File: config.mk
export PLATFORM = sky130hd
export DESIGN_NAME = tft_arbiter
export DESIGN_NICKNAME = d
export VERILOG_FILES = /design/src/rtl/tft_arbiter_pkg.sv /design/src/rtl/tft_arbiter_rr_picker.sv /design/src/rtl/tft_arbiter.sv
export SDC_FILE = /design/constraint.sdc
export NUM_CORES = 1
export LEC_CHECK = 0
export CAP_MARGIN = 10
export CORE_MARGIN = 5
export CORE_UTILIZATION = 39
export DETAILED_ROUTE_END_ITERATION = 16
export GPL_ROUTABILITY_DRIVEN = 0
export PLACE_DENSITY_LB_ADDON = 0.15
export SETUP_SLACK_MARGIN = 0.05
export SYNTH_ARGS = -nofsm -noshare
export SYNTH_HDL_FRONTEND = slang
export SYNTH_SLANG_ARGS = --single-unit
File: constraint.sdc
create_clock -name clk -period 2.8 [get_ports clk]
set_clock_uncertainty 0.15 [all_clocks]
set_input_delay 0.28 -clock clk [delete_from_list [all_inputs] [get_ports clk]]
set_output_delay 0.28 -clock clk [all_outputs]
set_load 0.02 [all_outputs]
File: src/rtl/tft_arbiter_pkg.sv
// tft_arbiter_pkg: arbiter state encoding, TFT window command bytes and default start timeout
package tft_arbiter_pkg;
    typedef enum logic [1:0] {IDLE, START, DRAW, DRAIN} arb_state_e;
    localparam logic [7:0] CMD_CASET = 8'h2A;
    localparam logic [7:0] CMD_PASET = 8'h2B;
    localparam logic [7:0] CMD_RAMWR = 8'h2C;
    localparam int START_TIMEOUT_DEF = 16;
    function automatic logic is_window_cmd(input logic [7:0] b);
        return b inside {CMD_CASET, CMD_PASET, CMD_RAMWR};
    endfunction
endpackage

File: src/rtl/tft_arbiter_rr_picker.sv
// tft_arbiter_rr_picker: first requester found scanning last+1, last+2, ... modulo N
module tft_arbiter_rr_picker #(
    parameter int N = 4
) (
    input  logic [N-1:0]         req_i,
    input  logic [$clog2(N)-1:0] last_i,
    output logic [$clog2(N)-1:0] idx_o,
    output logic                 valid_o
);
    localparam int OW = $clog2(N);
    logic [OW-1:0] j;
    // Scanning from the farthest slot down lets the nearest requester win last
    always_comb begin
        idx_o = '0;
        j = '0;
        for (int k = N; k >= 1; k--) begin
            j = OW'((int'(last_i) + k) % N);
            if (req_i[j]) idx_o = j;
        end
    end
    assign valid_o = |req_i;
endmodule

File: src/rtl/tft_arbiter.sv
// tft_arbiter: round-robin owner of the shared TFT byte link, one client draw pass per grant
module tft_arbiter
    import tft_arbiter_pkg::*;
#(
    parameter int N = 4,
    parameter int START_TIMEOUT = START_TIMEOUT_DEF
) (
    input  logic                 clk,
    input  logic                 rst,
    input  logic [N-1:0]         req,
    input  logic [N-1:0]         cl_busy,
    input  logic [N-1:0]         cl_dc,
    input  logic [8*N-1:0]       cl_data,
    input  logic [N-1:0]         cl_transmit,
    output logic [N-1:0]         cl_enable,
    output logic [N-1:0]         cl_tft_busy,
    input  logic                 tft_busy,
    output logic                 tft_dc,
    output logic [7:0]           tft_data,
    output logic                 tft_transmit,
    output logic [$clog2(N)-1:0] owner,
    output logic                 timeout_err
);
    localparam int OW = $clog2(N);
    localparam int CW = $clog2(START_TIMEOUT) + 1;

    arb_state_e    state_q, state_d;
    logic [OW-1:0] owner_q, owner_d, pick;
    logic [N-1:0]  grant_q, grant_d;
    logic [CW-1:0] cnt_q, cnt_d;
    logic          terr_q, terr_d, pick_valid, own_busy, granted;

    tft_arbiter_rr_picker #(.N(N)) u_pick (
        .req_i  (req),
        .last_i (owner_q),
        .idx_o  (pick),
        .valid_o(pick_valid)
    );

    assign own_busy    = cl_busy[owner_q];
    assign granted     = |grant_q;
    // Enable drops the same cycle busy falls so the client cannot start a second pass
    assign cl_enable   = (state_q == DRAW) ? (grant_q & {N{own_busy}}) : grant_q;
    assign cl_tft_busy = ~grant_q | {N{tft_busy}};
    assign tft_dc      = granted & cl_dc[owner_q];
    assign tft_data    = granted ? cl_data[{owner_q, 3'b000} +: 8] : 8'h00;
    // The owner's final strobe may still be high in the first draining cycle
    assign tft_transmit = (granted || state_q == DRAIN) && cl_transmit[owner_q];
    assign owner       = owner_q;
    assign timeout_err = terr_q;

    always_comb begin
        state_d = state_q;
        owner_d = owner_q;
        grant_d = grant_q;
        cnt_d   = cnt_q;
        terr_d  = 1'b0;
        unique case (state_q)
            IDLE: if (pick_valid) begin
                owner_d = pick;
                grant_d = N'(1) << pick;
                cnt_d   = '0;
                state_d = START;
            end
            START: if (own_busy) begin
                state_d = DRAW;
            end else if (cnt_q == CW'(START_TIMEOUT - 1)) begin
                grant_d = '0;
                terr_d  = 1'b1;
                state_d = DRAIN;
            end else begin
                cnt_d = cnt_q + CW'(1);
            end
            DRAW: if (!own_busy) begin
                grant_d = '0;
                state_d = DRAIN;
            end
            DRAIN: if (!tft_busy && !tft_transmit) state_d = IDLE;
            default: state_d = IDLE;
        endcase
    end

    always_ff @(posedge clk) begin
        if (rst) begin
            state_q <= IDLE;
            owner_q <= OW'(N - 1);
            grant_q <= '0;
            cnt_q   <= '0;
            terr_q  <= 1'b0;
        end else begin
            state_q <= state_d;
            owner_q <= owner_d;
            grant_q <= grant_d;
            cnt_q   <= cnt_d;
            terr_q  <= terr_d;
        end
    end
endmodule

==> results of run 1 <==
-- worst paths after layout --
| path | to | from | cells after the start |
|---|---|---|---|
| worst max-delay path | cl_enable[1] | cl_busy[2] | 5 |
| worst min register to register | cnt_q[4] | cnt_q[4] | 1 |
| worst max register to register | cnt_q[3] | cnt_q[0] | 6 |
| worst min-delay path | cnt_q[4] | cnt_q[4] | 1 |
-- cells in the final DEF, fill, tap and decap left out, types with 3 or more instances in the layout --
| cell type | n |
|---|---|
| nand2_1 | 8 |
| o211ai_1 | 4 |
| and2_1 | 6 |
| nor2b_1 | 11 |
| clkdlybuf4s50_1 | 71 |
| nor2_1 | 3 |
| buf_4 | 4 |
| or4_1 | 3 |
| nand2b_1 | 10 |
| nor4_1 | 3 |
| dfxtp_1 | 14 |
| a21oi_1 | 4 |
| mux2i_1 | 6 |
| inv_1 | 10 |
| mux4_2 | 11 |
| ha_1 | 6 |
| clkbuf_4 | 3 |
-- logic make-up (layout without fill, tap and decap cells) --
logic type	count (synthesis)	after routing	synth area share, %
adder cells (fa/ha/maj)	6	6	5.84
multiplexers	19	19	25.7
flip-flops	14	14	21.8
buffers and inverters	16	89	5.25
AO/OA/AOI/OAI	30	30	17.9
AND/OR/NAND/NOR	52	52	23.5
-- state kept, by name, summed over array words and instances, names as in the netlist --
register / count
grant_q: 4
state_q: 2
cnt_q: 5
owner: 2
timeout_err: 1
-- report_power, final --
group | switching [µW] | leakage, µW | internal (µW) | total, µW
clock | 72.5 | 0.0000210 | 79.2 | 152
sequential | 46.7 | 0.000114 | 249 | 296
combinational | 628 | 0.000660 | 660 | 1290
total | 747 | 0.000795 | 988 | 1730
-- per-layer routing --
| layer | track usage, % | part of all wire [%] | vias to the layer above |
|---|---|---|---|
| met5 | 0 | 0 | - |
| met4 | 3.29 | 0.60 | 0 |
| met3 | 4.33 | 5.6 | 4 |
| met2 | 36.8 | 51 | 41 |
| met1 | 23.6 | 43 | 645 |
| li1 | - | - | 666 |
-- metrics by stage --
stage / cell area (µm²) / utilization [%] / cells / total power [µW]
after detailed placement: 2050 / 66.1 / 250 / 1590
after CTS: 2090 / 67.3 / 254 / 1750
after global routing: 2090 / 67.3 / 254 / 1860
after floorplan: 1290 / - / 137 / 1100
after global placement: 2050 / 66.1 / 250 / 1550
final: 2090 / 67.3 / 254 / 1730
-- worst reg2reg max path, delay by kind of cell, from the launching register on --
| kind | cells | cell delay, ns |
|---|---|---|
| simple gates | 2 | 0.70 |
| compound gates | 2 | 0.53 |
| fa+ha+maj | 2 | 0.45 |
| flops | 1 | 0.34 |
-- final cells by class --
type,instances,area [µm²]
clock buffer,4,36.3
fill,282,1010
inverter,10,37.5
multi-input combinational,107,938
sequential,14,280
tap,44,55.1
timing repair buffer,75,741
==> results.sh, run 1 <==
export IMPL_post_cts_buffers=0
export IMPL_status="complete, no violations"
export IMPL_slowest_stage="clkdlybuf4s50_1"
export IMPL_cp_buffers_inverters=2
export IMPL_cts_root_buffer="clkbuf_4"
export IMPL_hold_viol_final=0
export IMPL_syn_to_final_growth_pct=62.4
export IMPL_grt_pass1_wl_mm=6.83
export IMPL_slew_headroom_pct=70.0
export IMPL_ys_warnings_count=0
export IMPL_finalMaxSlewViolations=0
export IMPL_numPortBuffers=71
export IMPL_worst_path_largest_cell_delay_ns=0.54
export IMPL_synth_area_top_cells="dfxtp_1, mux4_2, ha_1"
export IMPL_fmax_mhz=379
export IMPL_fin_setup_tns_ns=0
export IMPL_power_density_nw_per_um2=831
export IMPL_finalCritPeriodShare_pct=94.1
export IMPL_core_um2=3100
export IMPL_cts_hold_buf=0
export IMPL_cts_resized=0
export IMPL_routed_wirelength_mm=4.36
export IMPL_async_flop_share_pct=0
export IMPL_grt_overflow=0
export IMPL_antenna_cells=0
export IMPL_yosys_area_top_type="dfxtp_1"
export IMPL_grt_pass1_vias=1411
export IMPL_critical_path_max_fanout=5
export IMPL_clk_pin_slew_ns=0.08
export IMPL_clkLatencyLatePin_ns=0.29
export IMPL_nNetsFinal=268
export IMPL_cts_tree="built"
export IMPL_synth_cell_types=39
export IMPL_track_usage_pct=19.9
export IMPL_io_pins=72
export IMPL_hold_ws_ns=0.338
export IMPL_die_x_um=67.4
export IMPL_rows=20
export IMPL_clock_sinks=14
export IMPL_cap_violations=0
export IMPL_firstDrtPassIters=4
export IMPL_synth_seq_area_share_pct=21.8
export IMPL_h_tree_depth=1
export IMPL_cts_buffers=3
export IMPL_post_dp_hpwl_mm=3.65
export IMPL_drc=0
export IMPL_setup_viol_count_final=0
export IMPL_avgSynthCellArea_um2=9.39
export IMPL_crit_arrival_ns=2.21
export IMPL_r2r_setup_slack_ns=0.57
export IMPL_synth_top_cells_by_count="dfxtp_1, mux4_2, nor2b_1"
export IMPL_ant_nets=0
export IMPL_grt_max_degree=21
export IMPL_preCtsSetupSlack_ns=0.176
export IMPL_p_leak_uw=0.000795
export IMPL_cpMostUsedCell="clkdlybuf4s50_1"
export IMPL_syn_inst=137
export IMPL_antenna_found_initial=0
export IMPL_crit_path_cell_trace="clkdlybuf4s50_1 -> mux4_2 -> nand2b_1 -> and2_1 -> clkdlybuf4s50_1"
export IMPL_start_kind="input port"
export IMPL_wl_per_cell_um=17.2
export IMPL_die_h_um=67.4
export IMPL_ir_worst_vdd_mv=0.374
export IMPL_fin_crit_ns=2.64
export IMPL_viasPerCell=5.34
export IMPL_finalWorstSetupSlack_ns=0.164
export IMPL_critPathCaptureType="primary output"
export IMPL_synth_top_area_share_pct=21.8
export IMPL_yosys_cell_count_top_type="dfxtp_1"
export IMPL_rsz0062_at_grt="false"
export IMPL_drt_iter0_markers=56
export IMPL_ys_flop_type="dfxtp_1"
export IMPL_initial_utilization_pct=41.5
export IMPL_netlist_area_um2=1290
export IMPL_ys_ff_latch=14
export IMPL_worstMarginPinSlew_ns=0.446
export IMPL_crit_required_ns=2.37
export IMPL_clk_path_buf_depth=2
export IMPL_hp_class="reg -> reg"
export IMPL_critPathTopFamily="buffers and inverters"
export IMPL_crit_type="in -> out"
export IMPL_synth_edf_count=0
export IMPL_vias=1356
export IMPL_layout_drive_gt1_share_pct=11.4
export IMPL_dieArea_um2=4550
export IMPL_synth_nets=194
No activity file was read; power rests on OpenSTA's default activity.
==> run 2, diff against run 1 <==
- ABC_AREA: not set -> 0
- CORE_UTILIZATION: 39 -> 40
- CTS_BUF_LIST: not set -> sky130_fd_sc_hd__clkbuf_4 sky130_fd_sc_hd__clkbuf_8
- SETUP_SLACK_MARGIN: 0.05 -> not set
==> run 2 against run 1 <==
Against the previous run: clock power about the same; power down 1.2%; sequential share of layout area unchanged; via count up 2.8%; core utilization up 0.55 points; cell count unchanged; critical endpoint is now tft_transmit; critical path depth down 1; final area unchanged.
==> results.sh, run 2 (synthesis gave the netlist of run 1 again) <==
export IMPL_clock_sinks=14
export IMPL_layout_drive_gt1_share_pct=11.4
export IMPL_rsz0062_at_grt="false"
export IMPL_setup_viol_count_final=0
export IMPL_rows=20
export IMPL_fin_setup_tns_ns=0
export IMPL_die_h_um=66.7
export IMPL_nNetsFinal=268
export IMPL_post_dp_hpwl_mm=3.51
export IMPL_start_kind="flip-flop"
export IMPL_drc=0
export IMPL_hold_viol_final=0
export IMPL_numPortBuffers=71
export IMPL_grt_overflow=0
export IMPL_core_um2=3080
export IMPL_clkLatencyLatePin_ns=0.28
export IMPL_wl_per_cell_um=16.6
export IMPL_firstDrtPassIters=4
export IMPL_crit_path_cell_trace="buf_4 -> mux4_2 -> a21boi_0 -> clkdlybuf4s50_1"
export IMPL_hp_class="reg -> reg"
export IMPL_clk_pin_slew_ns=0.09
export IMPL_slowest_stage="mux4_2"
export IMPL_critPathCaptureType="primary output"
export IMPL_dieArea_um2=4450
export IMPL_io_pins=72
export IMPL_ir_worst_vdd_mv=0.362
export IMPL_fmax_mhz=379
export IMPL_antenna_found_initial=0
export IMPL_power_density_nw_per_um2=821
export IMPL_dr_wl_met2_mm=2.02
export IMPL_cts_root_buffer="clkbuf_4"
export IMPL_worst_path_largest_cell_delay_ns=0.56
export IMPL_ant_nets=0
export IMPL_final_cell_mix="clkdlybuf4s50_1, dfxtp_1, mux4_2, nor2b_1"
export IMPL_status="complete, no violations"
export IMPL_initial_utilization_pct=41.8
export IMPL_crit_arrival_ns=2.21
export IMPL_grt_pass1_wl_mm=6.64
export IMPL_final_common_cell="clkdlybuf4s50_1"
export IMPL_fin_crit_ns=2.64
export IMPL_cts_resized=0
export IMPL_final_util_pct=67.8
export IMPL_hold_ws_ns=0.350
export IMPL_post_cts_buffers=0
export IMPL_drt_iter0_markers=61
export IMPL_cap_violations=0
export IMPL_antenna_cells=0
export IMPL_finalCritPeriodShare_pct=94.2
export IMPL_worstMarginPinSlew_ns=0.456
export IMPL_die_x_um=66.7
export IMPL_highest_layer="met4"
export IMPL_grt_max_degree=21
export IMPL_vias=1394
export IMPL_largest_register="cnt_q"
export IMPL_syn_to_final_growth_pct=62.4
export IMPL_top_regs="cnt_q: 5 flops, grant_q: 4 flops"
export IMPL_routed_wirelength_mm=4.21
export IMPL_crit_type="reg -> out"
export IMPL_cts_tree="built"
export IMPL_largest_reg_flops=5
export IMPL_p_leak_uw=0.000795
export IMPL_track_usage_pct=19.0
export IMPL_h_tree_depth=1
export IMPL_grt_pass1_vias=1453
export IMPL_cts_buffers=3
export IMPL_wl_met3_um=459
export IMPL_slew_headroom_pct=69.3
export IMPL_viasPerCell=5.49
export IMPL_finalMaxSlewViolations=0
export IMPL_wl_met1_mm=1.68
export IMPL_critical_path_max_fanout=17
export IMPL_clk_path_buf_depth=2
export IMPL_design_area_um2=2090
export IMPL_cts_hold_buf=0
export IMPL_crit_required_ns=2.37
export IMPL_place_area_um2=2050
==> run 2: cell counts in the layout (fill, tap and decap cells not counted) <==
Identical to the previous run, type by type.
==> run 2: final timing paths <==
path	cells past startpoint	slack [ns]	from	end
hold / removal	2	0.35	grant_q[0]	grant_q[0]
hold reg to reg	2	0.35	grant_q[0]	grant_q[0]
setup / recovery	4	0.16	owner[0]	tft_transmit
setup reg to reg	6	0.49	cnt_q[0]	cnt_q[3]
==> run 2: per-layer routing <==
metal	track usage [%]	up-vias
li1	-	663
met1	21.6	663
met2	35.5	62
met3	4.05	6
met4	4.57	0
met5	0	-
==> run 2: power by group <==
part           switching (µW)  internal [µW]  leakage [µW]  total [µW]
clock                    72.3           79.2     0.0000210         151
combinational             607            659      0.000660        1270
sequential               48.7            249      0.000114         298
total                     728            987      0.000795        1710
==> run 2: layout make-up <==
class / instances / area (µm²)
Sequential cell: 14 / 280
Clock buffer: 4 / 36.3
Timing Repair Buffer: 75 / 741
Tap cell: 44 / 55.1
Multi-Input combinational cell: 107 / 938
Inverter: 10 / 37.5
Fill cell: 254 / 990
==> run 2: critical path: cells and delay by family, from the launching register on <==
family / cells / cell delay (ns)
flops: 1 / 0.37
buf+inv: 2 / 0.84
compound gates: 1 / 0.15
mux: 1 / 0.56
==> run 2: metrics by stage <==
stage | setup WS (ns) | std cells | total power, µW
after floorplan | 0.520 | 137 | 1100
after global placement | 0.230 | 250 | 1550
after detailed placement | 0.201 | 250 | 1570
after CTS | 0.153 | 254 | 1720
after global routing | 0.0415 | 254 | 1850
final | 0.162 | 254 | 1710
==> run 3, diff against run 2 <==
- CELL_PAD_IN_SITES_DETAIL_PLACEMENT: not set -> 1
- CELL_PAD_IN_SITES_GLOBAL_PLACEMENT: not set -> 2
- CORE_UTILIZATION: 40 -> 22
- SLEW_MARGIN: not set -> 10
==> run 3 against run 2 <==
Against the previous run: global-route usage shrank 6.5 points; worst setup slack lost 0.051 ns; via count shrank 3.2%; wire length grew 6.6%; count of clock-buffer cells in the layout is the same; largest power group unchanged.
==> results.sh, run 3 (synthesis gave the netlist of run 1 again) <==
export IMPL_status="complete, no violations"
export IMPL_initial_utilization_pct=22.9
export IMPL_hold_viol_final=0
export IMPL_critPathLaunch="owner[0]"
export IMPL_cts_resized=0
export IMPL_layout_drive_gt1_share_pct=11.8
export IMPL_grt_pass1_vias=1478
export IMPL_finalCritPeriodShare_pct=96.0
export IMPL_viasPerCell=4.77
export IMPL_final_util_pct=38.3
export IMPL_dieArea_um2=7480
export IMPL_clk_path_buf_depth=2
export IMPL_worst_path_largest_cell_delay_ns=0.59
export IMPL_cts_root_buffer="clkbuf_8"
export IMPL_multi_input_area_um2=938
export IMPL_critical_path_max_fanout=5
export IMPL_core_um2=5610
export IMPL_final_cell_mix="clkdlybuf4s50_1, dfxtp_1, mux4_2, nor2b_1"
export IMPL_ir_worst_vdd_mv=0.263
export IMPL_cts_tree="built"
export IMPL_dr_wl_met2_mm=2.27
export IMPL_rows=27
export IMPL_hold_ws_ns=0.332
export IMPL_track_usage_pct=12.5
export IMPL_finalMaxSlewViolations=0
export IMPL_antenna_cells=0
export IMPL_drc=0
export IMPL_crit_path_cell_trace="mux4_2 -> nand2b_1 -> and2_1 -> clkdlybuf4s50_1"
export IMPL_r2r_setup_slack_ns=0.53
export IMPL_wl_met1_mm=1.97
export IMPL_final_common_cell="clkdlybuf4s50_1"
export IMPL_crit_required_ns=2.37
export IMPL_numPortBuffers=71
export IMPL_slowest_stage="mux4_2"
export IMPL_syn_to_final_growth_pct=67.1
export IMPL_cts_hold_buf=0
export IMPL_ant_nets=0
export IMPL_drt_iter0_markers=49
export IMPL_power_density_nw_per_um2=836
export IMPL_vias=1350
export IMPL_grt_pass1_wl_mm=7.44
export IMPL_reg2reg_depth=4
export IMPL_clkLatencyLatePin_ns=0.24
export IMPL_cts_buffers=3
export IMPL_largest_register="cnt_q"
export IMPL_crit_end="cl_enable[1]"
export IMPL_firstDrtPassIters=6
export IMPL_h_tree_depth=1
export IMPL_crit_arrival_ns=2.26
export IMPL_rsz0062_at_grt="false"
export IMPL_die_h_um=86.5
export IMPL_top_regs="cnt_q: 5 flops, grant_q: 4 flops"
export IMPL_nNetsFinal=269
export IMPL_fin_crit_ns=2.69
export IMPL_post_cts_buffers=0
export IMPL_wl_met3_um=217
export IMPL_wl_per_cell_um=15.8
export IMPL_post_dp_hpwl_mm=3.89
export IMPL_io_pins=72
export IMPL_critPathCaptureType="primary output"
export IMPL_crit_type="reg -> out"
export IMPL_fin_setup_tns_ns=0
export IMPL_fillers=666
export IMPL_largest_reg_flops=5
export IMPL_hp_class="reg -> reg"
export IMPL_highest_layer="met4"
export IMPL_fmax_mhz=372
export IMPL_die_x_um=86.5
export IMPL_slew_headroom_pct=65.5
export IMPL_r2r_start="owner[0]"
export IMPL_antenna_found_initial=0
export IMPL_grt_overflow=0
export IMPL_start_kind="flip-flop"
export IMPL_grt_max_degree=15
export IMPL_cap_violations=0
export IMPL_routed_wirelength_mm=4.49
export IMPL_worstMarginPinSlew_ns=0.518
export IMPL_setup_viol_count_final=0
export IMPL_clock_sinks=14
export IMPL_regArea_um2=280
export IMPL_timing_rr_end="cnt_q[3]"
export IMPL_p_leak_uw=0.000808
export IMPL_clk_pin_slew_ns=0.06
-- run 3: worst min-delay path by stage --
stage,start,to,slack (ns),depth (start not counted)
after floorplan,rst,timeout_err,0.21,1
after global placement,cnt_q[3],cnt_q[3],0.31,2
after detailed placement,cnt_q[4],cnt_q[4],0.32,1
after CTS,cnt_q[3],cnt_q[3],0.33,2
after global routing,cnt_q[3],cnt_q[3],0.36,2
final,cnt_q[4],cnt_q[4],0.33,1
-- run 3: per-layer routing --
| layer | vias up | global-route usage [%] |
|---|---|---|
| met3 | 4 | 2.95 |
| met5 | - | 0 |
| met2 | 30 | 22.0 |
| met1 | 653 | 15.8 |
| met4 | 0 | 1.84 |
| li1 | 663 | - |
-- run 3: final cells by class --
class	instances	area share [%]
multi-input cells	107	43.7
clock buffers	4	2.56
repair buffers	76	34.8
well taps	72	4.19
flip-flops and latches	14	13.0
inverters	10	1.75
-- run 3: power by group --
group | leakage [µW] | total [µW] | switching (µW) | internal (µW)
combinational | 0.000664 | 1290 | 623 | 668
clock | 0.0000288 | 199 | 74.4 | 125
sequential | 0.000114 | 307 | 57.5 | 250
-- run 3: worst max-delay path, delay by kind of cell (launching register included) --
kind / cells / cell delay (ns)
multiplexers: 1 / 0.59
AND/OR/NAND/NOR: 2 / 0.44
buffers and inverters: 1 / 0.53
flip-flops: 1 / 0.45
-- run 3: stage by stage --
step / total power, µW / cells / setup slack (ns) / cell area, µm²
after global routing: 1930 / 283 / 0.00718 / 2150
final: 1800 / 283 / 0.111 / 2150
after global placement: 1590 / 279 / 0.219 / 2090
after CTS: 1830 / 283 / 0.0986 / 2150
after detailed placement: 1620 / 279 / 0.185 / 2090
after floorplan: 1100 / 137 / 0.520 / 1290
